<file path="config.mk">
export PLATFORM = sky130hd
export DESIGN_NAME = nvm_flash_seq
export DESIGN_NICKNAME = d
export VERILOG_FILES = /design/src/rtl/nvm_pkg.sv /design/src/rtl/nvm_pulse_timer.sv /design/src/rtl/nvm_flash_seq.sv
export SDC_FILE = /design/constraint.sdc
export NUM_CORES = 1
export LEC_CHECK = 0
export ABC_AREA = 1
export CORE_AREA = 4 4 106 108
export DETAILED_ROUTE_END_ITERATION = 10
export DIE_AREA = 0 0 110 112
export GPL_TIMING_DRIVEN = 0
export PLACE_DENSITY_LB_ADDON = 0.3
export SETUP_SLACK_MARGIN = 0.3
export SYNTH_ARGS = -nofsm -noshare
export SYNTH_HDL_FRONTEND = slang
export SYNTH_SLANG_ARGS = --single-unit
</file>
<file path="constraint.sdc">
create_clock -name clk -period 1.9 [get_ports clk]
set_input_delay 0.285 -clock clk [delete_from_list [all_inputs] [get_ports clk]]
set_output_delay 0.285 -clock clk [all_outputs]
set_load 0.02 [all_outputs]
</file>
<file path="src/rtl/nvm_pkg.sv">
// nvm_pkg: shared types and default timing for the NVM flash sequencer.
// Macro NVM_PROG_VERIFY_EN adds the VERIFY state to seq_state_t.
package nvm_pkg;

  // Default geometry and timing; the sequencer parameters default to these
  localparam int DEF_WORD_W      = 32;
  localparam int DEF_BLOCK_W     = 10;
  localparam int DEF_PAGE_W      = 6;
  localparam int DEF_MODE_W      = 4;
  localparam int DEF_T_READ      = 2;
  localparam int DEF_T_PROG      = 8;
  localparam int DEF_T_ERASE     = 64;
  localparam int DEF_LOCK_BLOCKS = 1;
  localparam int DEF_MAX_RETRY   = 3;

  typedef logic [DEF_WORD_W-1:0]  word_t;
  typedef logic [DEF_BLOCK_W-1:0] block_t;
  typedef logic [DEF_PAGE_W-1:0]  page_t;

  // Array address as presented on the flash pins: block in the upper bits
  typedef struct packed {
    block_t block;
    page_t  page;
  } flash_addr_t;

  // Command encodings; any other value of the mode field is illegal
  typedef enum logic [DEF_MODE_W-1:0] {
    MODE_NOP     = 4'd0,
    MODE_READ    = 4'd1,
    MODE_PROGRAM = 4'd2,
    MODE_ERASE   = 4'd3
  } flash_mode_t;

  typedef enum logic [2:0] {
    ST_IDLE   = 3'd0,
    ST_CHECK  = 3'd1,
    ST_SETUP  = 3'd2,
    ST_PULSE  = 3'd3,
    ST_HOLD   = 3'd4,
    ST_RESP   = 3'd5
`ifdef NVM_PROG_VERIFY_EN
    , ST_VERIFY = 3'd6
`endif
  } seq_state_t;

endpackage

</file>
<file path="src/rtl/nvm_pulse_timer.sv">
// nvm_pulse_timer: loadable down-counter shared by every pulse width.
// zero is high whenever the count has reached 0; en stops decrementing at 0.
module nvm_pulse_timer #(
  parameter int CNT_W = 7
) (
  input  logic             clk,
  input  logic             n_rst,
  input  logic             load,
  input  logic [CNT_W-1:0] load_val,
  input  logic             en,
  output logic             zero
);

  logic [CNT_W-1:0] cnt_reg;

  // Load has priority; otherwise count down while enabled and not yet at 0
  always_ff @(posedge clk or negedge n_rst) begin
    if (!n_rst) begin
      cnt_reg <= '0;
    end else if (load) begin
      cnt_reg <= load_val;
    end else if (en && (cnt_reg != '0)) begin
      cnt_reg <= cnt_reg - 1'b1;
    end
  end

  assign zero = (cnt_reg == '0);

endmodule

</file>
<file path="src/rtl/nvm_flash_seq.sv">
// nvm_flash_seq: one-command-at-a-time flash operation sequencer.
// IDLE -> CHECK -> SETUP -> PULSE -> HOLD -> RESP; errors skip to RESP.
// Optional macro NVM_PROG_VERIFY_EN: read-back verify after PROGRAM with
// up to MAX_RETRY re-program attempts.
module nvm_flash_seq
  import nvm_pkg::*;
#(
  parameter int WORD_W       = DEF_WORD_W,
  parameter int BLOCK_W      = DEF_BLOCK_W,
  parameter int PAGE_W       = DEF_PAGE_W,
  parameter int FLASH_MODE_W = DEF_MODE_W,
  parameter int T_READ       = DEF_T_READ,
  parameter int T_PROG       = DEF_T_PROG,
  parameter int T_ERASE      = DEF_T_ERASE,
  parameter int LOCK_BLOCKS  = DEF_LOCK_BLOCKS,
  parameter int MAX_RETRY    = DEF_MAX_RETRY
) (
  input  logic                      clk,
  input  logic                      n_rst,
  input  logic                      cmd_valid,
  output logic                      cmd_ready,
  input  logic [FLASH_MODE_W-1:0]   cmd_mode,
  input  logic [BLOCK_W-1:0]        cmd_block,
  input  logic [PAGE_W-1:0]         cmd_page,
  input  logic [WORD_W-1:0]         cmd_wdata,
  output logic                      rsp_valid,
  input  logic                      rsp_ready,
  output logic [WORD_W-1:0]         rsp_rdata,
  output logic                      rsp_err,
  output logic [BLOCK_W+PAGE_W-1:0] flash_addr,
  output logic [WORD_W-1:0]         flash_wdata,
  input  logic [WORD_W-1:0]         flash_rdata,
  output logic                      flash_re,
  output logic                      flash_we,
  output logic                      flash_erase,
  output logic                      busy
);

  localparam int CNT_W = $clog2(T_ERASE + 1);
  localparam logic [CNT_W-1:0] LD_READ  = CNT_W'(T_READ - 1);
  localparam logic [CNT_W-1:0] LD_PROG  = CNT_W'(T_PROG - 1);
  localparam logic [CNT_W-1:0] LD_ERASE = CNT_W'(T_ERASE - 1);

  seq_state_t               state_reg, state_next;
  logic [FLASH_MODE_W-1:0]  mode_reg;
  logic [BLOCK_W-1:0]       block_reg;
  logic [PAGE_W-1:0]        page_reg;
  logic [WORD_W-1:0]        wdata_reg;
  logic [WORD_W-1:0]        rdata_reg, rdata_next;
  logic                     err_reg, err_next;

  logic             tmr_load, tmr_en, tmr_zero;
  logic [CNT_W-1:0] tmr_val;

  logic cmd_accept;
  logic is_nop, is_read, is_prog, is_erase, is_illegal, is_locked;

`ifdef NVM_PROG_VERIFY_EN
  localparam int RETRY_W = $clog2(MAX_RETRY + 2);
  logic [RETRY_W-1:0] retry_reg, retry_next;
`else
  localparam int unused_max_retry = MAX_RETRY;
`endif

  assign cmd_accept = cmd_valid && (state_reg == ST_IDLE);

  // Decode of the latched command; block lock only matters for writes
  assign is_nop     = (mode_reg == FLASH_MODE_W'(MODE_NOP));
  assign is_read    = (mode_reg == FLASH_MODE_W'(MODE_READ));
  assign is_prog    = (mode_reg == FLASH_MODE_W'(MODE_PROGRAM));
  assign is_erase   = (mode_reg == FLASH_MODE_W'(MODE_ERASE));
  assign is_illegal = !(is_nop || is_read || is_prog || is_erase);
  assign is_locked  = (is_prog || is_erase) && (32'(block_reg) < LOCK_BLOCKS);

  // One timer serves every pulse; load value picked by the operation
  nvm_pulse_timer #(
    .CNT_W (CNT_W)
  ) u_timer (
    .clk      (clk),
    .n_rst    (n_rst),
    .load     (tmr_load),
    .load_val (tmr_val),
    .en       (tmr_en),
    .zero     (tmr_zero)
  );

  // State, response and latched-command registers
  always_ff @(posedge clk or negedge n_rst) begin
    if (!n_rst) begin
      state_reg <= ST_IDLE;
      mode_reg  <= '0;
      block_reg <= '0;
      page_reg  <= '0;
      wdata_reg <= '0;
      rdata_reg <= '0;
      err_reg   <= 1'b0;
    end else begin
      state_reg <= state_next;
      rdata_reg <= rdata_next;
      err_reg   <= err_next;
      if (cmd_accept) begin
        mode_reg  <= cmd_mode;
        block_reg <= cmd_block;
        page_reg  <= cmd_page;
        wdata_reg <= cmd_wdata;
      end
    end
  end

`ifdef NVM_PROG_VERIFY_EN
  // Program attempts already retried for the current command
  always_ff @(posedge clk or negedge n_rst) begin
    if (!n_rst) begin
      retry_reg <= '0;
    end else begin
      retry_reg <= retry_next;
    end
  end
`endif

  // Next-state, timer control and response capture
  always_comb begin
    state_next = state_reg;
    rdata_next = rdata_reg;
    err_next   = err_reg;
    tmr_load   = 1'b0;
    tmr_val    = '0;
    tmr_en     = 1'b0;
`ifdef NVM_PROG_VERIFY_EN
    retry_next = retry_reg;
`endif
    case (state_reg)
      ST_IDLE: begin
        if (cmd_valid) begin
          state_next = ST_CHECK;
          rdata_next = '0;
          err_next   = 1'b0;
`ifdef NVM_PROG_VERIFY_EN
          retry_next = '0;
`endif
        end
      end
      ST_CHECK: begin
        if (is_nop) begin
          state_next = ST_RESP;
        end else if (is_illegal || is_locked) begin
          err_next   = 1'b1;
          state_next = ST_RESP;
        end else begin
          state_next = ST_SETUP;
        end
      end
      ST_SETUP: begin
        tmr_load   = 1'b1;
        tmr_val    = is_read ? LD_READ : (is_prog ? LD_PROG : LD_ERASE);
        state_next = ST_PULSE;
      end
      ST_PULSE: begin
        tmr_en = 1'b1;
        if (tmr_zero) begin
          if (is_read) begin
            rdata_next = flash_rdata;
          end
          state_next = ST_HOLD;
        end
      end
      ST_HOLD: begin
`ifdef NVM_PROG_VERIFY_EN
        if (is_prog) begin
          tmr_load   = 1'b1;
          tmr_val    = LD_READ;
          state_next = ST_VERIFY;
        end else begin
          state_next = ST_RESP;
        end
`else
        state_next = ST_RESP;
`endif
      end
`ifdef NVM_PROG_VERIFY_EN
      ST_VERIFY: begin
        tmr_en = 1'b1;
        if (tmr_zero) begin
          if (flash_rdata == wdata_reg) begin
            state_next = ST_RESP;
          end else if (retry_reg < RETRY_W'(MAX_RETRY)) begin
            retry_next = retry_reg + 1'b1;
            state_next = ST_SETUP;
          end else begin
            err_next   = 1'b1;
            state_next = ST_RESP;
          end
        end
      end
`endif
      ST_RESP: begin
        if (rsp_ready) begin
          state_next = ST_IDLE;
        end
      end
      default: state_next = ST_IDLE;
    endcase
  end

  // Strobes decode straight from the state register so reset drops them at once
  assign flash_re    = ((state_reg == ST_PULSE) && is_read)
`ifdef NVM_PROG_VERIFY_EN
                     || (state_reg == ST_VERIFY)
`endif
                     ;
  assign flash_we    = (state_reg == ST_PULSE) && is_prog;
  assign flash_erase = (state_reg == ST_PULSE) && is_erase;

  assign busy        = (state_reg != ST_IDLE);
  assign cmd_ready   = (state_reg == ST_IDLE);
  assign rsp_valid   = (state_reg == ST_RESP);
  assign rsp_rdata   = rdata_reg;
  assign rsp_err     = err_reg;
  assign flash_addr  = busy ? {block_reg, page_reg} : '0;
  assign flash_wdata = busy ? wdata_reg : '0;

endmodule

</file>
# Word-level counts from Yosys, hierarchy flattened
# Index checks and enable logic that the tools add are counted.
dict set report op_classes {
  addsub 1
  multipliers 0
  n_div 0
  magnitude_cmp 1
  n_eq_ne 14
  shift 0
  muxes 23
  bitwise_logic 0
  n_reduce_logical 23
}
# op n
set ops {}
lappend ops {{2-to-1 mux 32 bit} 4}
lappend ops {{one-hot mux 32 bit (2 select lines)} 1}
lappend ops {{2-to-1 mux 6 bit} 3}
lappend ops {{one-hot mux 3 bit (6 select lines)} 1}
lappend ops {{2-to-1 mux 16 bit} 1}
lappend ops {{2-to-1 mux 3 bit} 5}
lappend ops {{2-to-1 mux 7 bit} 2}
lappend ops {{< comparator 10 x 1 -> 1 bit (second input constant)} 1}
lappend ops {{!= test 2 bit (second input constant)} 5}
lappend ops {{equality test 4 x 2 -> 1 bit (second input constant)} 2}
lappend ops {{AND reduction 4 bit} 2}
lappend ops {{zero test 7 bit} 1}
lappend ops {{nonzero test 7 bit} 1}
lappend ops {{subtractor 7 x 1 -> 7 bit (second input constant)} 1}
lappend ops {{equality test 3 x 2 -> 1 bit (second input constant)} 2}
lappend ops {{equality test 3 bit (second input constant)} 2}
lappend ops {{logical AND 1 bit} 6}
lappend ops {{nonzero test 2 bit} 3}
lappend ops {{logical OR 1 bit} 5}
lappend ops {{2-to-1 mux 1 bit} 5}
lappend ops {{equality test 4 x 1 -> 1 bit (second input constant)} 1}
lappend ops {{zero test 4 bit} 1}
lappend ops {{equality test 3 x 1 -> 1 bit (second input constant)} 1}
lappend ops {{zero test 3 bit} 1}
lappend ops {{5 further kinds} 5}
dict set report totals {
  regBits 95
  latch_bits 0
  ram_bits 0
  mem_bits_ro 0
  input_bits 88
  out_inout_bits 87
  word_cells 70
  mem_count 0
}

# Logic depth before layout (Yosys ltp)
# Gate-level depths: netlist of the first run.
dict set report depth {
  depth_word 9
  depth_mapped 9
  ltp_nobuf 9
}

# Hierarchy
# A second synthesis of the first run with hierarchy kept.
dict set report unflattened {
  cells_unflattened 557
  hier_area_um2 4752.1
}
# mod n_inst cells_each area_each_um2 seq_area_each_um2
set by_module_without_submodules {}
lappend by_module_without_submodules {nvm_flash_seq 1 482 4266.6 2202.1}
lappend by_module_without_submodules {nvm_pulse_timer 1 75 485.5 175.2}

# Worst setup path before layout of the first run
# OpenSTA, ideal clock, no wires.
dict set report synth_timing {
  path_type {reg2out}
  start {reg state_reg[0]}
  end {out flash_wdata[22]}
  arrival_time_ps 1440
  required_time_ps 1615
  slack_ps 175
  stages_incl_launch_ff 6
  path_buffers 1
  cell_sequence {dfrtp_1 > nor2_2 > nand2_2 > inv_2 > clkbuf_1 > nor2_1}
}
dict set report synth_via {
  elab_chain_len 2
}
# item line
set synth_lines {}
lappend synth_lines {{start, declared} nvm_flash_seq.sv:44} ;# seq_state_t state_reg, state_next;
lappend synth_lines {{start signal, assigned} nvm_flash_seq.sv:98} ;# state_reg <= state_next;
lappend synth_lines {{nonzero test 3 bit} nvm_flash_seq.sv:214} ;# assign busy = (state_reg != ST_IDLE);
lappend synth_lines {{net busy} nvm_flash_seq.sv:36} ;# output logic busy
lappend synth_lines {{2-to-1 mux 32 bit} nvm_flash_seq.sv:220} ;# assign flash_wdata = busy ? wdata_reg : '0;
lappend synth_lines {{end, declared} nvm_flash_seq.sv:31} ;# output logic [WORD_W-1:0] flash_wdata,
# The timed path passes the listed nets, and every way through them passes these cells.

# Worst setup path after layout of the first run
dict set report layout_timing {
  start {reg state_reg[1]}
  end {out flash_addr[14]}
}
dict set report layout_via {
  elab_chain_len 2
}
# item line
set layout_lines {}
lappend layout_lines {{nonzero test 3 bit} nvm_flash_seq.sv:214}
lappend layout_lines {{2-to-1 mux 16 bit} nvm_flash_seq.sv:219} ;# assign flash_addr = busy ? {block_reg, page_reg} : '0;
lappend layout_lines {{end, declared} nvm_flash_seq.sv:30} ;# output logic [BLOCK_W+PAGE_W-1:0] flash_addr,
# No other way between the ends.

==> flow_metrics.tcl, run 1 <==
set metrics [dict create \
    outcome "finished clean" \
    synthToLayoutAreaGrowth_pct 66.6 \
    synthMuxAreaShare_pct 0 \
    clk_latency_ps 360 \
    grt.overflow.total 0 \
    synth-xor-area-share_pct 0.197 \
    hold_class "in2reg" \
    cp_cell_sequence "nor2_4, nand2_4, inv_8, buf_6, clkbuf_8, nor2_1, buf_4" \
    setup_viol 0 \
    drive_gt1_share_pct 28.7 \
    num_rows 37 \
    register_area_sq_um 2380 \
    syn_inst 530 \
    synth.yosys.warnings 0 \
    num_io_pins 175 \
    port_buffers 174 \
    fill_cells 739 \
    final_hold_viol_count 0 \
    cp.required_ps 1620 \
    grt_max_degree 49 \
    syn_area_per_cell_sq_um 8.41 \
    synth_nets 620 \
    clock_skew_ps 8.84 \
    relSlewSlack_pct 57.9 \
    drc 0 \
    end_kind "primary output" \
    critPathBufInv 4 \
    die_area_sq_um 12300 \
    worstPathArrival_ps 1570 \
    final_antenna_net_count 0 \
    synth-compound-area-share_pct 14.1 \
    hpwl_microns 9030 \
    via_per_inst 4.82 \
    die_x_microns 110 \
    antenna_found_initial 0 \
    critPathKind "reg2out" \
    tightest_slew_ps 631 \
    multi_input_comb_area_sq_um 1850 \
    drtIter0Drc 197 \
    totalPowerFinal_w 0.0123 \
    synth_top_family_by_area "simple AND/OR/NAND/NOR gates" \
    cp_top_family "buffers and inverters" \
    finalWirelength_microns 13900 \
    ys_ff_latch 95 \
    cts.sinks 95 \
    path_clk_slew_ps 90 \
    root_buffer "clkbuf_8" \
    vias 4344 \
    synth-adder-area-share_pct 0.562 \
    slowest_delay_ps 440 \
    fp.dieH_microns 112 \
    timing.final.crit_share_pct 97.8 \
    cts_buffers 9 \
    diodes 0 \
    nets 852 \
    htreeDepth 3 \
    synthSimpleGateAreaFrac_pct 22.2 \
    ys_seq_area_share_pct 53.4 \
    synth_area_sq_um 4460 \
    gp_congestion 0.848 \
    p_per_area_nw_per_um2 1660 \
    clockBufferDepth 2 \
    core_sq_um 10200 \
    worst-path-max-fanout 6 \
    slowest_stage "dfrtp_2" \
    ys_types 25 \
    rsz0062_at_grt "yes" \
    p_leak_nw 3.63 \
    start_util_pct 43.5 \
    clock.fmax_mhz 538 \
    maxCapViolCount 0 \
    maxSlewViolCount 0 \
    grt_pass1_wl_microns 21600 \
    grt_pass1_vias 4301 \
    dr.pass1.iters 4 \
    finalCriticalPeriod_ps 1860 \
    cp-start-kind "flop" \
    finalSetupTns_ps 0 \
    vdd_drop_max_uv 835 \
    final_cell_mix "nand2_1 (142), dfrtp_1 (93), clkdlybuf4s50_1 (86)" \
    track_usage_pct 22.2 \
    final_common_cell "nand2_1" \
    wire_per_inst_microns 15.4 \
    cts_tree "done" \
]
area by class of cell:
class	count	area share (%)
repair buffers	220	30.2
well taps	136	2.29
multi-input cells	343	24.9
clock buffers	15	2.38
plain buffers	25	4.59
inverters	68	3.61
flip-flops and latches	95	32.1
worst min-delay path: stages:
cell	delay [ps]
clkdlybuf4s50_1	390
nand2_1	60
nand2_1	50
power breakdown:
group          internal (W)  switching (W)
Sequential          0.00282       0.000355
Combinational       0.00366        0.00426
Clock              0.000580       0.000672
cell families after synthesis:
logic type / count (synthesis)
and+or+nand+nor: 241
AOI/OAI and AO/OA: 97
adders and majority gates: 2
DFF: 95
xor gates and xnor gates: 1
buffers and inverters: 94
synthesized netlist by cell type (all sizes together):
master | n | share of area (%)
o21ai | 91 | 13
nor2 | 69 | 6.0
nor3 | 5 | 0.56
a31oi | 3 | 0.42
nand2 | 153 | 14
clkbuf | 9 | 0.76
a21oi | 2 | 0.22
dfrtp | 95 | 53
xor2 | 1 | 0.20
nand4 | 1 | 0.14
inv | 68 | 5.7
nand3 | 12 | 1.9
o21a | 1 | 0.17
ha | 2 | 0.56
buf | 17 | 3.1
or2 | 1 | 0.14
routing by layer:
layer | share of wire (%) | GRT usage (%) | up-vias
met5 | 0 | 0 | -
met4 | 3.0 | 8.81 | 0
met3 | 5.2 | 3.19 | 27
met2 | 52 | 37.7 | 123
met1 | 40 | 28.1 | 2079
li1 | - | - | 2115
final timing paths:
check	from	to	slack, ps	depth (start not counted)
worst min register to register	rsp_rdata[6]$_DFFE_PN0P_	rsp_rdata[6]$_DFFE_PN0P_	480	2
worst max-delay path	state_reg[1]$_DFFE_PN0P_	flash_addr[14]	40	7
worst max register to register	state_reg[1]$_DFFE_PN0P_	rsp_rdata[5]$_DFFE_PN0P_	90	10
min in group asynchronous	n_rst	wdata_reg[2]$_DFFE_PN0P_	490	2
worst min-delay path	cmd_mode[3]	mode_reg[3]$_DFFE_PN0P_	460	3
max in group asynchronous	n_rst	rsp_rdata[12]$_DFFE_PN0P_	750	3
stage by stage:
step | utilization (%) | hold WS, ps | setup slack [ps] | instances | area (sq um)
6_report | 72.5 | 459 | 41.2 | 902 | 7420
5_1_grt | 72.5 | 470 | -4.30 | 902 | 7420
4_1_cts | 69.5 | 466 | 80.5 | 894 | 7110
3_5_place_dp | 62.5 | 341 | -359 | 841 | 6390
3_3_place_gp | 62.2 | 463 | -2910 | 840 | 6370
2_1_floorplan | - | -10.6 | 288 | 530 | 4460
timing repair:
action	4_1_cts	5_1_grt
resized for setup	372	61
cloned	12	6
setup buffers	25	3
pin swaps	8	5
setup endpoints to repair	169	147
endpoints found under the hold margin	47	0
hold buffers	1	0
No activity file was read; power rests on OpenSTA's default activity.
==> run 2: changes to the inputs <==
--- a/config.mk
+++ b/config.mk
@@ -5,11 +5,12 @@
 export SDC_FILE = /design/constraint.sdc
 export NUM_CORES = 1
 export LEC_CHECK = 0
-export ABC_AREA = 1
+export CAP_MARGIN = 20
 export CORE_AREA = 4 4 106 108
 export DETAILED_ROUTE_END_ITERATION = 10
 export DIE_AREA = 0 0 110 112
 export GPL_TIMING_DRIVEN = 0
+export MAX_ROUTING_LAYER = met4
 export PLACE_DENSITY_LB_ADDON = 0.3
 export SETUP_SLACK_MARGIN = 0.3
 export SYNTH_ARGS = -nofsm -noshare
==> run 2 against run 1 <==
- the run now ends with negative setup slack left
- die area stayed put
- non-clock buffer count is 16 higher
- first-iteration DRC count is 18% higher
- hold slack worse by 48 ps
- core utilization is 9.6 points higher
- cell area is 13% higher
- count of clock-buffer cells in the layout is 5 lower
- clock power hardly changed
- final cell count is 1.7% lower
- flip-flop and latch count stayed put
- critical path depth stayed put
- setup slack worse by 180 ps
- largest cell class unchanged
- largest power group unchanged
- highest routed layer unchanged
==> flow_metrics.tcl, run 2 <==
set metrics [dict create \
    outcome "complete, but fails checks" \
    violations "negative setup slack" \
    post-route-util_pct 82.1 \
    grt.overflow.total 0 \
    cts_tree "done" \
    fp.dieH_microns 112 \
    cts_buffers 9 \
    grt_max_degree 64 \
    num_io_pins 175 \
    synthToLayoutAreaGrowth_pct 88.2 \
    p_int_w 0.00814 \
    rsz0062_at_grt "yes" \
    clock.fmax_mhz 490 \
    final_cell_mix "nand2_1 (130), dfrtp_1 (91), clkdlybuf4s50_1 (86)" \
    finalWirelength_microns 16700 \
    finalCriticalPeriod_ps 2040 \
    synth_edf_count 0 \
    drc 0 \
    ys_top_cells_by_count "nand2_1 (196), dfrtp_1 (95), nor2b_1 (49)" \
    synth_top_flop_cell "dfrtp_1" \
    p_sw_share_pct 42.4 \
    worst-path-max-fanout 5 \
    vias 4534 \
    diodes 0 \
    nets 837 \
    dp_cells 812 \
    synth_largest_area_cell "dfrtp_1" \
    p_comb_share_pct 64.5 \
    fill_cells 552 \
    root_buffer "clkbuf_8" \
    final_area_sq_um 8400 \
    ys_top_cells_by_area "dfrtp_1 (53%), nand2_1 (16%), mux2i_1 (7.2%)" \
    register_area_sq_um 2380 \
    setup_viol 77 \
    relSlewSlack_pct 66.8 \
    die_area_sq_um 12300 \
    clock_skew_ps 21.9 \
    cp-start-kind "flop" \
    timing.final.crit_share_pct 107 \
    syn_area_per_cell_sq_um 8.91 \
    dr.pass1.iters 4 \
    hpwl_microns 9260 \
    final_hold_viol_count 0 \
    p_clk_share_pct 8.9 \
    die_x_microns 110 \
    vdd_drop_max_uv 1100 \
    grt_pass1_vias 4442 \
    num_rows 37 \
    tightest_slew_ps 498 \
    cts.sinks 95 \
    synth_nets 591 \
    cp.required_ps 1620 \
    port_buffers 174 \
    htreeDepth 3 \
    clockBufferDepth 2 \
    start_util_pct 43.6 \
    drive_gt1_share_pct 40.2 \
    dpl_cell_area_sq_um 6450 \
    p_leak_nw 4.03 \
    gp_congestion 0.845 \
    hold_class "in2async" \
    grt_pass1_wl_microns 21000 \
    p_per_area_nw_per_um2 1680 \
    worstPathArrival_ps 1750 \
    maxSlewViolCount 0 \
    ys_seq_area_share_pct 53.2 \
    synth.yosys.warnings 0 \
    netSwitchingPower_w 0.00600 \
    clk_latency_ps 380 \
    drtIter0Drc 232 \
    final_antenna_net_count 0 \
    syn_inst 501 \
    ys_types 37 \
    async_flop_share_pct 100 \
    wire_per_inst_microns 18.9 \
    path_clk_slew_ps 110 \
    ys_ff_latch 95 \
    end_kind "primary output" \
    final_cells 887 \
    synth_area_sq_um 4470 \
    via_per_inst 5.11 \
    yosysMostFrequentCell "nand2_1" \
    maxCapViolCount 0 \
    antenna_found_initial 0 \
    multi_input_comb_area_sq_um 2590 \
    final_common_cell "nand2_1" \
    layout_setup_ws_ps -139 \
    core_sq_um 10200 \
    synth_top_area_share_pct 53.2 \
    critPathKind "reg2out" \
    track_usage_pct 22.2 \
    pwr-share-seq_pct 26.6 \
    finalSetupTns_ps -3960 \
]
-- run 2: worst paths after layout --
check / startpoint / to / slack (ps) / depth (start not counted)
max: state_reg[0]$_DFFE_PN0P_ / flash_wdata[25] / -140 / 7
max in group asynchronous: n_rst / mode_reg[0]$_DFFE_PN0P_ / 790 / 3
min reg2reg: wdata_reg[4]$_DFFE_PN0P_ / wdata_reg[4]$_DFFE_PN0P_ / 490 / 2
max reg2reg: u_timer.cnt_reg[0]$_DFFE_PN0P_ / rsp_rdata[20]$_DFFE_PN0P_ / -70 / 8
min: n_rst / wdata_reg[18]$_DFFE_PN0P_ / 410 / 2
min in group clk: cmd_wdata[13] / wdata_reg[13]$_DFFE_PN0P_ / 420 / 3
-- run 2: cells by family (layout without fill, tap and decap cells) --
kind of cell,Yosys count,in the layout,share of synthesized area (%)
mux,32,32,7.17
fa+ha+maj,2,2,0.560
flops,95,95,53.2
xor+xnor,2,2,0.392
compound gates,22,22,3.78
buf+inv,63,313,6.22
simple gates,285,285,28.6
-- run 2: worst max-delay path, stage by stage (launching register included) --
cell and delay (ps):
dfrtp_2 450, nor3_4 190, buf_6 160, buf_6 110, clkbuf_16 140, buf_8 120
nor2b_1 50, buf_4 150
-- run 2: power by group through the flow --
stage	Combinational, W	Sequential, W	Clock [W]
after detailed placement	0.00598	0.00359	0
after CTS	0.00637	0.00354	0.00125
final	0.00912	0.00376	0.00125
after floorplan	0.00292	0.00389	0
after global placement	0.00585	0.00354	0
after global routing	0.00965	0.00385	0.00138
-- run 2: through the flow --
stage / total power, W / setup WS, ps / hold slack, ps
after global placement: 0.00938 / -2950 / 450
after detailed placement: 0.00957 / -456 / 264
final: 0.0141 / -139 / 411
after global routing: 0.0149 / -191 / 410
after floorplan: 0.00681 / 53.2 / -10.6
after CTS: 0.0112 / -160 / 401
-- run 2: layout make-up --
class	count	share of cell area, %
Timing Repair Buffer	235	30.2
Buffer	26	4.78
Inverter	37	1.68
Multi-Input combinational cell	343	30.9
Tap cell	136	2.03
Clock buffer	10	1.64
Sequential cell	95	28.4
Clock inverter	5	0.417
-- run 2: what timing repair did --
| item | CTS | global route |
|---|---|---|
| pin swaps | 11 | 39 |
| setup endpoints to repair | 176 | 147 |
| hold endpoints to repair | 32 | 0 |
| gates cloned | 0 | 10 |
| hold buffers | 1 | 0 |
| setup buffers | 29 | 20 |
| gates resized for setup | 361 | 318 |
-- run 2: layer usage --
metal	GRT usage, %	vias up	share of wire, %
li1	-	2056	-
met1	26.7	2221	37
met2	35.6	210	50
met3	5.62	47	8.3
met4	8.56	0	3.8
met5	-	-	0
==> run 3: changes to the inputs <==
--- a/config.mk
+++ b/config.mk
@@ -16,3 +16,4 @@
 export SYNTH_ARGS = -nofsm -noshare
 export SYNTH_HDL_FRONTEND = slang
 export SYNTH_SLANG_ARGS = --single-unit
+export TNS_END_PERCENT = 1
==> run 3 against run 2 <==
- the run still ends with negative setup slack left
- setup slack improved by 65 ps
- first-iteration DRC count rose by 10%
- sequential share of layout area rose by 6.3 points
- hold slack got worse by 3.6 ps
- count of clock-buffer cells in the layout rose by 2
- largest power group unchanged
==> flow_metrics.tcl, run 3 (same netlist as run 2, synthesis figures left out) <==
set metrics [dict create \
    end_kind "primary output" \
    rsz0062_at_grt "yes" \
    track_usage_pct 21.0 \
    drtIter0Drc 256 \
    tightest_slew_ps 514 \
    p_per_area_nw_per_um2 1600 \
    core_sq_um 10200 \
    wire_per_inst_microns 14.7 \
    cp.required_ps 1620 \
    maxSlewViolCount 0 \
    dr.pass1.iters 4 \
    hold_class "in2async" \
    final_antenna_net_count 0 \
    slowest_delay_ps 400 \
    final_hold_viol_count 0 \
    port_buffers 174 \
    finalCriticalPeriod_ps 1970 \
    clk_latency_ps 370 \
    maxCapViolCount 0 \
    final_area_sq_um 6870 \
    dpl_cell_area_sq_um 6420 \
    critPathBufInv 4 \
    cts.sinks 95 \
    setup_viol 18 \
    via_per_inst 4.74 \
    critPathKind "reg2out" \
    num_io_pins 175 \
    cts_tree "done" \
    violations "negative setup slack" \
    cts_buffers 9 \
    gp_congestion 0.830 \
    worstPathArrival_ps 1690 \
    final_common_cell "nand2_1" \
    die_area_sq_um 12300 \
    relSlewSlack_pct 65.7 \
    start_util_pct 43.6 \
    finalWirelength_microns 12400 \
    vias 3994 \
    clockBufferDepth 2 \
    die_x_microns 110 \
    path_clk_slew_ps 90 \
    grt_max_degree 63 \
    worst-path-max-fanout 2 \
    final_cell_mix "nand2_1 (194), dfrtp_1 (92), clkdlybuf4s50_1 (86)" \
    timing.final.crit_share_pct 104 \
    root_buffer "clkbuf_8" \
    nets 792 \
    slowest_stage "dfrtp_1" \
    clock.fmax_mhz 507 \
    dp_slack_ps -663 \
    hpwl_microns 8980 \
    drive_gt1_share_pct 19.5 \
    grt_pass1_vias 4181 \
    grt_pass1_wl_microns 20000 \
    p_leak_nw 3.39 \
    cpMostUsedCell "clkbuf_8" \
    cp_cell_sequence "clkbuf_8, and3b_1, clkbuf_8, clkbuf_16, nand3_4, nor2_4, buf_6" \
    vdd_drop_max_uv 826 \
    num_rows 37 \
    synthToLayoutAreaGrowth_pct 53.7 \
    drc 0 \
    grt.overflow.total 0 \
    layout_setup_ws_ps -73.6 \
    fp.dieH_microns 112 \
    cp-start-kind "flop" \
    fill_cells 843 \
    antenna_found_initial 0 \
    cp_top_family "buffers and inverters" \
    outcome "complete, but fails checks" \
    diodes 0 \
    clock_skew_ps 9.17 \
    htreeDepth 3 \
]
[run 3: cell count changes in the layout (fill, tap and decap cells not counted), moves of 5 or more]
cell / before / now
buf_6: 71 / 4
buf_8: 15 / 10
clkbuf_16: 13 / 2
buf_4: 28 / 41
nand2_4: 20 / 1
buf_2: 1 / 25
nand2_1: 130 / 194
nor2b_4: 40 / 0
nor2b_1: 7 / 49
nand2_2: 45 / 1
[run 3: final timing paths]
path	startpoint	endpoint	slack, ps	depth (start not counted)
min	n_rst	rsp_rdata[12]$_DFFE_PN0P_	410	2
min reg2reg	wdata_reg[28]$_DFFE_PN0P_	wdata_reg[28]$_DFFE_PN0P_	470	2
min in group clk	cmd_wdata[24]	wdata_reg[24]$_DFFE_PN0P_	430	3
max in group asynchronous	n_rst	state_reg[0]$_DFFE_PN0P_	820	3
max	state_reg[2]$_DFFE_PN0P_	flash_we	-70	7
max reg2reg	u_timer.cnt_reg[1]$_DFFE_PN0P_	u_timer.cnt_reg[4]$_DFFE_PN0P_	-10	7
[run 3: where the power goes]
group	internal (W)	leakage [nW]	switching, W
combinational	0.00269	2.07	0.00336
sequential	0.00296	1.21	0.000576
clock	0.000719	0.109	0.000713
[run 3: what timing repair did]
| action | CTS | global route |
|---|---|---|
| hold buffers | 1 | 0 |
| buffers inserted | 14 | 0 |
| resized for setup | 331 | 44 |
| endpoints found under the hold margin | 33 | 0 |
| setup endpoints to repair | 177 | 148 |
| pin swaps | 3 | 2 |
[run 3: final cells by class]
class                           instances  area (sq um)  area share (%)
Inverter                               37           139            2.02
Tap cell                              136           170            2.48
Timing Repair Buffer                  190          1680            24.5
Clock inverter                          4          51.3           0.747
Clock buffer                           12           165            2.41
Multi-Input combinational cell        343          1920            28.0
Sequential cell                        95          2380            34.7
Buffer                                 26           350            5.10
[run 3: metrics by stage]
stage          hold slack [ps]  power, W  TNS (ps)  util (%)  cells
3_5_place_dp               267   0.00950    -59550      62.7    812
5_1_grt                    428    0.0118     -4500      67.1    843
6_report                   408    0.0110      -223      67.1    843
4_1_cts                    417    0.0108      -511      66.0    843
2_1_floorplan            -10.6   0.00678         0         -    501
3_3_place_gp               449   0.00931   -338750      62.5    811
[run 3: per-layer routing]
| metal | vias to the layer above | track usage (%) | share of wire (%) |
|---|---|---|---|
| met2 | 163 | 34.2 | 49 |
| met3 | 13 | 6.49 | 9.5 |
| li1 | 1955 | - | - |
| met1 | 1863 | 25.4 | 41 |
| met4 | 0 | 5.15 | 0.99 |
| met5 | - | - | 0 |
